[src/rtl/fft_input_loader.sv]
// fft_input_loader
//   Input stage of the 32-point FFT. Serial complex samples arrive on a
//   valid/ready stream and are stored in bit-reversed slot order. Once 32
//   samples are collected the frame is presented in parallel on out0..out31
//   and held until the consumer acknowledges it with frame_ready.
//
// Parameters
//   FRAC  fractional bits per real/imag half (format metadata only, data is
//         stored bit-exact)
//   BITS  width of each real/imag half; a complex word is 2*BITS wide
//
// Ports
//   clk_100      rising-edge clock
//   reset        asynchronous, active-low reset
//   in_data      sample {imag, real}
//   in_valid     in_data valid
//   in_ready     loader accepts in_data this cycle
//   flush        synchronous discard of the partially filled frame
//   frame_valid  out0..out31 hold a complete frame
//   frame_ready  consumer takes the presented frame at this edge
//   sample_cnt   samples accepted into the frame being filled
//   out0..out31  parallel frame, outj = sample number bitrev5(j)
//
// Build option
//   PINGPONG_EN  when defined, a second bank lets filling continue while a
//                frame is presented; otherwise FILL/HOLD single-bank flow.
module fft_input_loader #(
  parameter int unsigned FRAC = 7,
  parameter int unsigned BITS = 16
) (
  input  logic              clk_100,
  input  logic              reset,
  input  logic [2*BITS-1:0] in_data,
  input  logic              in_valid,
  output logic              in_ready,
  input  logic              flush,
  output logic              frame_valid,
  input  logic              frame_ready,
  output logic [4:0]        sample_cnt,
  output logic [2*BITS-1:0] out0,
  output logic [2*BITS-1:0] out1,
  output logic [2*BITS-1:0] out2,
  output logic [2*BITS-1:0] out3,
  output logic [2*BITS-1:0] out4,
  output logic [2*BITS-1:0] out5,
  output logic [2*BITS-1:0] out6,
  output logic [2*BITS-1:0] out7,
  output logic [2*BITS-1:0] out8,
  output logic [2*BITS-1:0] out9,
  output logic [2*BITS-1:0] out10,
  output logic [2*BITS-1:0] out11,
  output logic [2*BITS-1:0] out12,
  output logic [2*BITS-1:0] out13,
  output logic [2*BITS-1:0] out14,
  output logic [2*BITS-1:0] out15,
  output logic [2*BITS-1:0] out16,
  output logic [2*BITS-1:0] out17,
  output logic [2*BITS-1:0] out18,
  output logic [2*BITS-1:0] out19,
  output logic [2*BITS-1:0] out20,
  output logic [2*BITS-1:0] out21,
  output logic [2*BITS-1:0] out22,
  output logic [2*BITS-1:0] out23,
  output logic [2*BITS-1:0] out24,
  output logic [2*BITS-1:0] out25,
  output logic [2*BITS-1:0] out26,
  output logic [2*BITS-1:0] out27,
  output logic [2*BITS-1:0] out28,
  output logic [2*BITS-1:0] out29,
  output logic [2*BITS-1:0] out30,
  output logic [2*BITS-1:0] out31
);

  // FRAC only documents the Q format; a fractional field wider than the
  // word has no meaning, this empty block just names that condition.
  if (FRAC > BITS) begin : g_frac_wider_than_word
  end

  typedef logic [2*BITS-1:0] word_t;

  // S_FILL : nothing presented, filling
  // S_HOLD : frame presented (fill bank free in ping-pong builds)
  // S_FULL : frame presented and the fill bank is complete, waiting (ping-pong)
  typedef enum logic [1:0] {
    S_FILL = 2'd0,
    S_HOLD = 2'd1,
    S_FULL = 2'd2
  } state_t;

  state_t     state_q, state_d;
  logic [4:0] cnt_q, cnt_d;
  word_t      bank_q [0:31];
  word_t      bank_d [0:31];
  word_t      out_q  [0:31];
  word_t      out_d  [0:31];

  logic accept;
  logic last;
  logic rel;

  function automatic logic [4:0] bitrev5(input logic [4:0] v);
    return {v[0], v[1], v[2], v[3], v[4]};
  endfunction

`ifdef PINGPONG_EN
  assign in_ready = (state_q != S_FULL);
`else
  assign in_ready = (state_q == S_FILL);
`endif

  assign frame_valid = (state_q != S_FILL);
  assign sample_cnt  = cnt_q;

  always_comb begin
    state_d = state_q;
    cnt_d   = cnt_q;
    bank_d  = bank_q;
    out_d   = out_q;
    rel     = frame_valid && frame_ready;
    accept  = in_valid && in_ready && !flush;
    last    = accept && (cnt_q == 5'd31);

    if (flush) begin
      cnt_d = '0;
    end else if (accept) begin
      cnt_d                  = cnt_q + 5'd1;
      bank_d[bitrev5(cnt_q)] = in_data;
    end

    case (state_q)
      S_FILL: begin
        // bank_d already carries the 32nd sample, so the copy is complete
        if (last) begin
          out_d   = bank_d;
          state_d = S_HOLD;
        end
      end
      S_HOLD: begin
`ifdef PINGPONG_EN
        // Completion coinciding with a release swaps banks and keeps
        // frame_valid high; otherwise the finished bank waits in S_FULL.
        if (last) begin
          if (rel) out_d = bank_d;
          else     state_d = S_FULL;
        end else if (rel) begin
          state_d = S_FILL;
        end
`else
        if (rel) state_d = S_FILL;
`endif
      end
      S_FULL: begin
        if (rel) begin
          out_d   = bank_q;
          state_d = S_HOLD;
        end
      end
      default: state_d = S_FILL;
    endcase
  end

  always_ff @(posedge clk_100 or negedge reset) begin
    if (!reset) begin
      state_q <= S_FILL;
      cnt_q   <= '0;
      for (int unsigned i = 0; i < 32; i++) begin
        bank_q[i] <= '0;
        out_q[i]  <= '0;
      end
    end else begin
      state_q <= state_d;
      cnt_q   <= cnt_d;
      bank_q  <= bank_d;
      out_q   <= out_d;
    end
  end

  assign out0  = out_q[0];
  assign out1  = out_q[1];
  assign out2  = out_q[2];
  assign out3  = out_q[3];
  assign out4  = out_q[4];
  assign out5  = out_q[5];
  assign out6  = out_q[6];
  assign out7  = out_q[7];
  assign out8  = out_q[8];
  assign out9  = out_q[9];
  assign out10 = out_q[10];
  assign out11 = out_q[11];
  assign out12 = out_q[12];
  assign out13 = out_q[13];
  assign out14 = out_q[14];
  assign out15 = out_q[15];
  assign out16 = out_q[16];
  assign out17 = out_q[17];
  assign out18 = out_q[18];
  assign out19 = out_q[19];
  assign out20 = out_q[20];
  assign out21 = out_q[21];
  assign out22 = out_q[22];
  assign out23 = out_q[23];
  assign out24 = out_q[24];
  assign out25 = out_q[25];
  assign out26 = out_q[26];
  assign out27 = out_q[27];
  assign out28 = out_q[28];
  assign out29 = out_q[29];
  assign out30 = out_q[30];
  assign out31 = out_q[31];

endmodule
[config.mk]
export PLATFORM = sky130hd
export DESIGN_NAME = fft_input_loader
export DESIGN_NICKNAME = d
export VERILOG_FILES = /design/src/rtl/fft_input_loader.sv
export SDC_FILE = /design/constraint.sdc
export NUM_CORES = 2
export LEC_CHECK = 0
export CORE_MARGIN = 3
export CORE_UTILIZATION = 50
export DETAILED_ROUTE_END_ITERATION = 16
export PLACE_DENSITY_LB_ADDON = 0.15
export SLEW_MARGIN = 20
export SYNTH_ARGS = -nofsm -noshare
export SYNTH_HDL_FRONTEND = slang
export SYNTH_SLANG_ARGS = --single-unit
[constraint.sdc]
create_clock -name clk_100 -period 3.25 [get_ports clk_100]
set_clock_uncertainty 0.2 [all_clocks]
set_input_delay 0.8125 -clock clk_100 [delete_from_list [all_inputs] [get_ports clk_100]]
set_output_delay 0.8125 -clock clk_100 [all_outputs]
set_load 0.02 [all_outputs]
==> impl_metrics.yaml <==
outcome:
  status: "finished clean"
yosys:
  syn-mean-instance-area_um2: 10.5
  yosysWarnings: 0
  synth.distinct_cells: 45
  ff_latch_count_synth: 2054
  synth_enable_flop_cells: 0
  post_synth_inst_count: 7888
  synth_fp_nets: 7932
  asyncSetResetFlopFracSynth_pct: 100
  yosys_most_used_dff: "sky130_fd_sc_hd__dfrtp_1"
  ys_seq_area_share_pct: 62.3
  mappedNetlistArea_mm2: 0.0825
global_route:
  grt_max_degree: 129
  antenna_violations_before_repair: 31
  first_pass_grt_wire_length_mm: 487
  grt_remaining_overflow: 0
  first_global_vias: 68500
  grt_usage_pct: 39.3
floorplan:
  floorplan.die.width_um: 412
  num_io_pins: 1068
  core-area_mm2: 0.163
  die-height_um: 412
  die_area_mm2: 0.170
  initial_utilization_pct: 50.5
  num_rows: 148
route:
  via_count: 71900
  drt-vias-per-instance: 6.47
  detail_route.iter0.violations: 9761
  avgRoutedWirePerCell_um: 30.6
  drt_pre_antenna_iters: 9
  remaining_drc_errors: 0
  drtAntennaViolNets: 0
  wl_mm: 340
pwr:
  power.density_mw_per_mm2: 519
  totalPowerFinal_w: 0.0540
  ir_worst_vdd_mv: 0.590
  p_leak_nw: 48.9
setup_path:
  required_ns: 2.24
  worst_setup_path_start_kind: "flop"
  critical_path_peak_fanout: 35
  crit_path_top_delay_cell: "sky130_fd_sc_hd__dlygate4sd2_1"
  timing.critical_path.slowest_cell_delay_ns: 0.51
  category_of_the_most_critical_setup_path: "reg2out"
  cp_cell_sequence: "buf_4, dlygate4sd2_1"
  crit_arrival_ns: 2.14
  end_kind: "output port"
timing:
  setup_total_negative_slack_ns: 0
  period_share_pct: 97.0
  clock.fmax_ghz: 0.317
  hold_viol: 0
  relSlewSlack_pct: 32.7
  finalSetupViolCount: 0
  period_minus_slack_ns: 3.15
  rsz0062_at_grt: "false"
  worst_slew_pin_slew_ns: 1.01
  number_of_max_slew_violations_in_the_final_report: 0
final_layout:
  multi_input_area_mm2: 0.0279
  number_of_nets_in_the_finished_design: 8769
  synthToLayoutAreaGrowth_pct: 26.0
  layout.area.seq_mm2: 0.0514
  number_of_flip_flops_in_the_largest_register: 1024
  layout-drive-gt1-share_pct: 10.3
  fillerInstances: 12900
  registers.top_by_ff_count: "bank_q"
  post_route_utilization_pct: 63.7
clock_network:
  clkLatencyLatePin_ns: 0.83
  number_of_setup_buffers_added_after_cts: 0
  numCtsBuffers: 205
  tritoncts: "yes"
  clockBufferDepth: 3
  cts_max_level: 4
  clock_sinks: 2054
  cts_root_buffer: "sky130_fd_sc_hd__clkbuf_16"
  clock_pin_slew_on_the_worst_setup_and_hold_paths_ns: 0.06
run:
  max_cap_violations: 0
placed_design:
  place.port_buffers: 1067
  globalplace.congestion: 0.880
  dpl.hpwl_mm: 223
hold_path:
  worstHoldPathType: "in2reg"
[cells in the mapped netlist, types with 2 or more instances]
cell type	instances	area, um2
sky130_fd_sc_hd__nor4b_1	7	61.3
sky130_fd_sc_hd__nand4b_1	29	254
sky130_fd_sc_hd__or3b_1	2	17.5
sky130_fd_sc_hd__nand3_2	3	30.0
sky130_fd_sc_hd__o211ai_1	606	4550
sky130_fd_sc_hd__buf_1	28	105
sky130_fd_sc_hd__nor4bb_1	24	240
sky130_fd_sc_hd__inv_1	4	15.0
sky130_fd_sc_hd__nand4bb_1	5	56.3
sky130_fd_sc_hd__nor2b_1	5	31.3
sky130_fd_sc_hd__nand2b_1	5	31.3
sky130_fd_sc_hd__o21ai_1	7	35.0
sky130_fd_sc_hd__nand3_1	360	1800
sky130_fd_sc_hd__mux2_2	94	1060
sky130_fd_sc_hd__buf_2	311	1560
sky130_fd_sc_hd__nand4_1	75	469
sky130_fd_sc_hd__a31oi_1	721	4510
sky130_fd_sc_hd__nand2_1	1324	4970
sky130_fd_sc_hd__a22o_1	87	762
sky130_fd_sc_hd__or3_1	2	12.5
sky130_fd_sc_hd__mux2_1	119	1340
sky130_fd_sc_hd__o21ai_0	716	3580
sky130_fd_sc_hd__and3_1	30	188
sky130_fd_sc_hd__or3b_2	3	26.3
sky130_fd_sc_hd__ha_1	7	87.6
sky130_fd_sc_hd__or2_1	2	12.5
sky130_fd_sc_hd__nand3b_1	3	22.5
sky130_fd_sc_hd__and4bb_2	47	588
sky130_fd_sc_hd__a32o_1	3	30.0
sky130_fd_sc_hd__clkbuf_1	451	1690
sky130_fd_sc_hd__nor2_2	2	12.5
sky130_fd_sc_hd__nor2_1	725	2720
sky130_fd_sc_hd__buf_4	10	75.1
sky130_fd_sc_hd__mux2i_1	2	20.0
sky130_fd_sc_hd__or4b_1	2	20.0
sky130_fd_sc_hd__and4b_1	5	50.1
sky130_fd_sc_hd__dfrtp_1	2054	51400
[final timing paths]
kind	end	startpoint	cells past startpoint	slack, ns
min in group asynchronous	out26[8]	reset	2	0.36
max	frame_valid	state_q[0]	2	0.1
min	sample_cnt[3]	flush	2	0.17
min reg2reg	bank_q[748]	bank_q[748]	2	0.28
max in group asynchronous	bank_q[697]	reset	4	1.19
max reg2reg	out0[13]	sample_cnt[0]	9	0.18
[layout make-up]
cell class / instances / share of cell area, %
inverters: 4 / 0.0144
repair buffers: 1431 / 14.3
flip-flops and latches: 2054 / 49.4
clock buffers: 320 / 5.95
multi-input cells: 5029 / 26.9
well taps: 2175 / 2.62
clock inverters: 63 / 0.744
diodes: 23 / 0.0553
[placed cells by master (no fill, tap or decap), types with 6 or more instances in the layout]
master / instances
sky130_fd_sc_hd__nor2_1: 725
sky130_fd_sc_hd__dlygate4sd2_1: 6
sky130_fd_sc_hd__clkbuf_16: 206
sky130_fd_sc_hd__nand3_2: 7
sky130_fd_sc_hd__clkbuf_1: 54
sky130_fd_sc_hd__mux2_2: 94
sky130_fd_sc_hd__clkinv_2: 36
sky130_fd_sc_hd__o21ai_1: 7
sky130_fd_sc_hd__a31oi_1: 721
sky130_fd_sc_hd__mux2_1: 119
sky130_fd_sc_hd__diode_2: 23
sky130_fd_sc_hd__a22o_1: 87
sky130_fd_sc_hd__nand4_1: 75
sky130_fd_sc_hd__buf_2: 22
sky130_fd_sc_hd__nand2_1: 1323
sky130_fd_sc_hd__o211ai_1: 606
sky130_fd_sc_hd__and4bb_2: 45
sky130_fd_sc_hd__nor4b_1: 6
sky130_fd_sc_hd__clkbuf_8: 60
sky130_fd_sc_hd__and3_1: 30
sky130_fd_sc_hd__buf_4: 247
sky130_fd_sc_hd__nor4bb_1: 19
sky130_fd_sc_hd__dfrtp_1: 2049
sky130_fd_sc_hd__buf_12: 128
sky130_fd_sc_hd__o21ai_0: 716
sky130_fd_sc_hd__nand4b_1: 29
sky130_fd_sc_hd__bufinv_16: 10
sky130_fd_sc_hd__clkdlybuf4s50_1: 1026
sky130_fd_sc_hd__nand3_1: 355
[worst max-delay path: cells and delay by family, from the launching register on]
family	cells	cell delay, ns
buffers and inverters	2	0.93
flip-flops	1	0.35
[stage by stage]
stage	hold slack (ns)	area [um2]	instances	setup WS [ns]
floorplan	0.246	82500	7888	0.392
finish	0.172	104000	11100	0.0965
global placement	0.257	97000	10700	0.356
detailed placement	0.268	97000	10700	0.242
CTS	0.145	104000	11100	0.00956
global route	0.180	104000	11100	0.0190
[kinds of logic after synthesis]
| family | share of synthesized area [%] |
|---|---|
| AOI/OAI and AO/OA | 16.3 |
| muxes | 2.93 |
| and+or+nand+nor | 14.1 |
| buffers and inverters | 4.19 |
| DFF | 62.3 |
| xor gates and xnor gates | 0.0106 |
| adders and majority gates | 0.106 |
[timing repair]
item | 4_1_cts | 5_1_grt
hold buffers | 1 | 0
endpoints found under the setup margin | 6 | 1
endpoints found under the hold margin | 36 | 0
pin swaps | 0 | 0
resized for setup | 6 | 1
[metal layers]
layer | GRT usage [%] | share of wire (%) | routed length (um) | up-vias
met2 | 56.8 | 43 | 148000 | 4564
met3 | 10.5 | 12 | 39200 | 914
met1 | 52.8 | 38 | 128000 | 36700
li1 | - | - | - | 29700
met4 | 24.6 | 7.5 | 25600 | 10
met5 | 0 | 0.021 | 72 | -
[power by group]
part / total, W / leakage [nW] / switching, W / internal, W
sequential: 0.0265 / 28.5 / 0.000193 / 0.0263
combinational: 0.00309 / 16.9 / 0.00238 / 0.000711
clock: 0.0244 / 3.43 / 0.0105 / 0.0139
total: 0.0540 / 48.9 / 0.0130 / 0.0409
(Power assumes the default switching activity.)
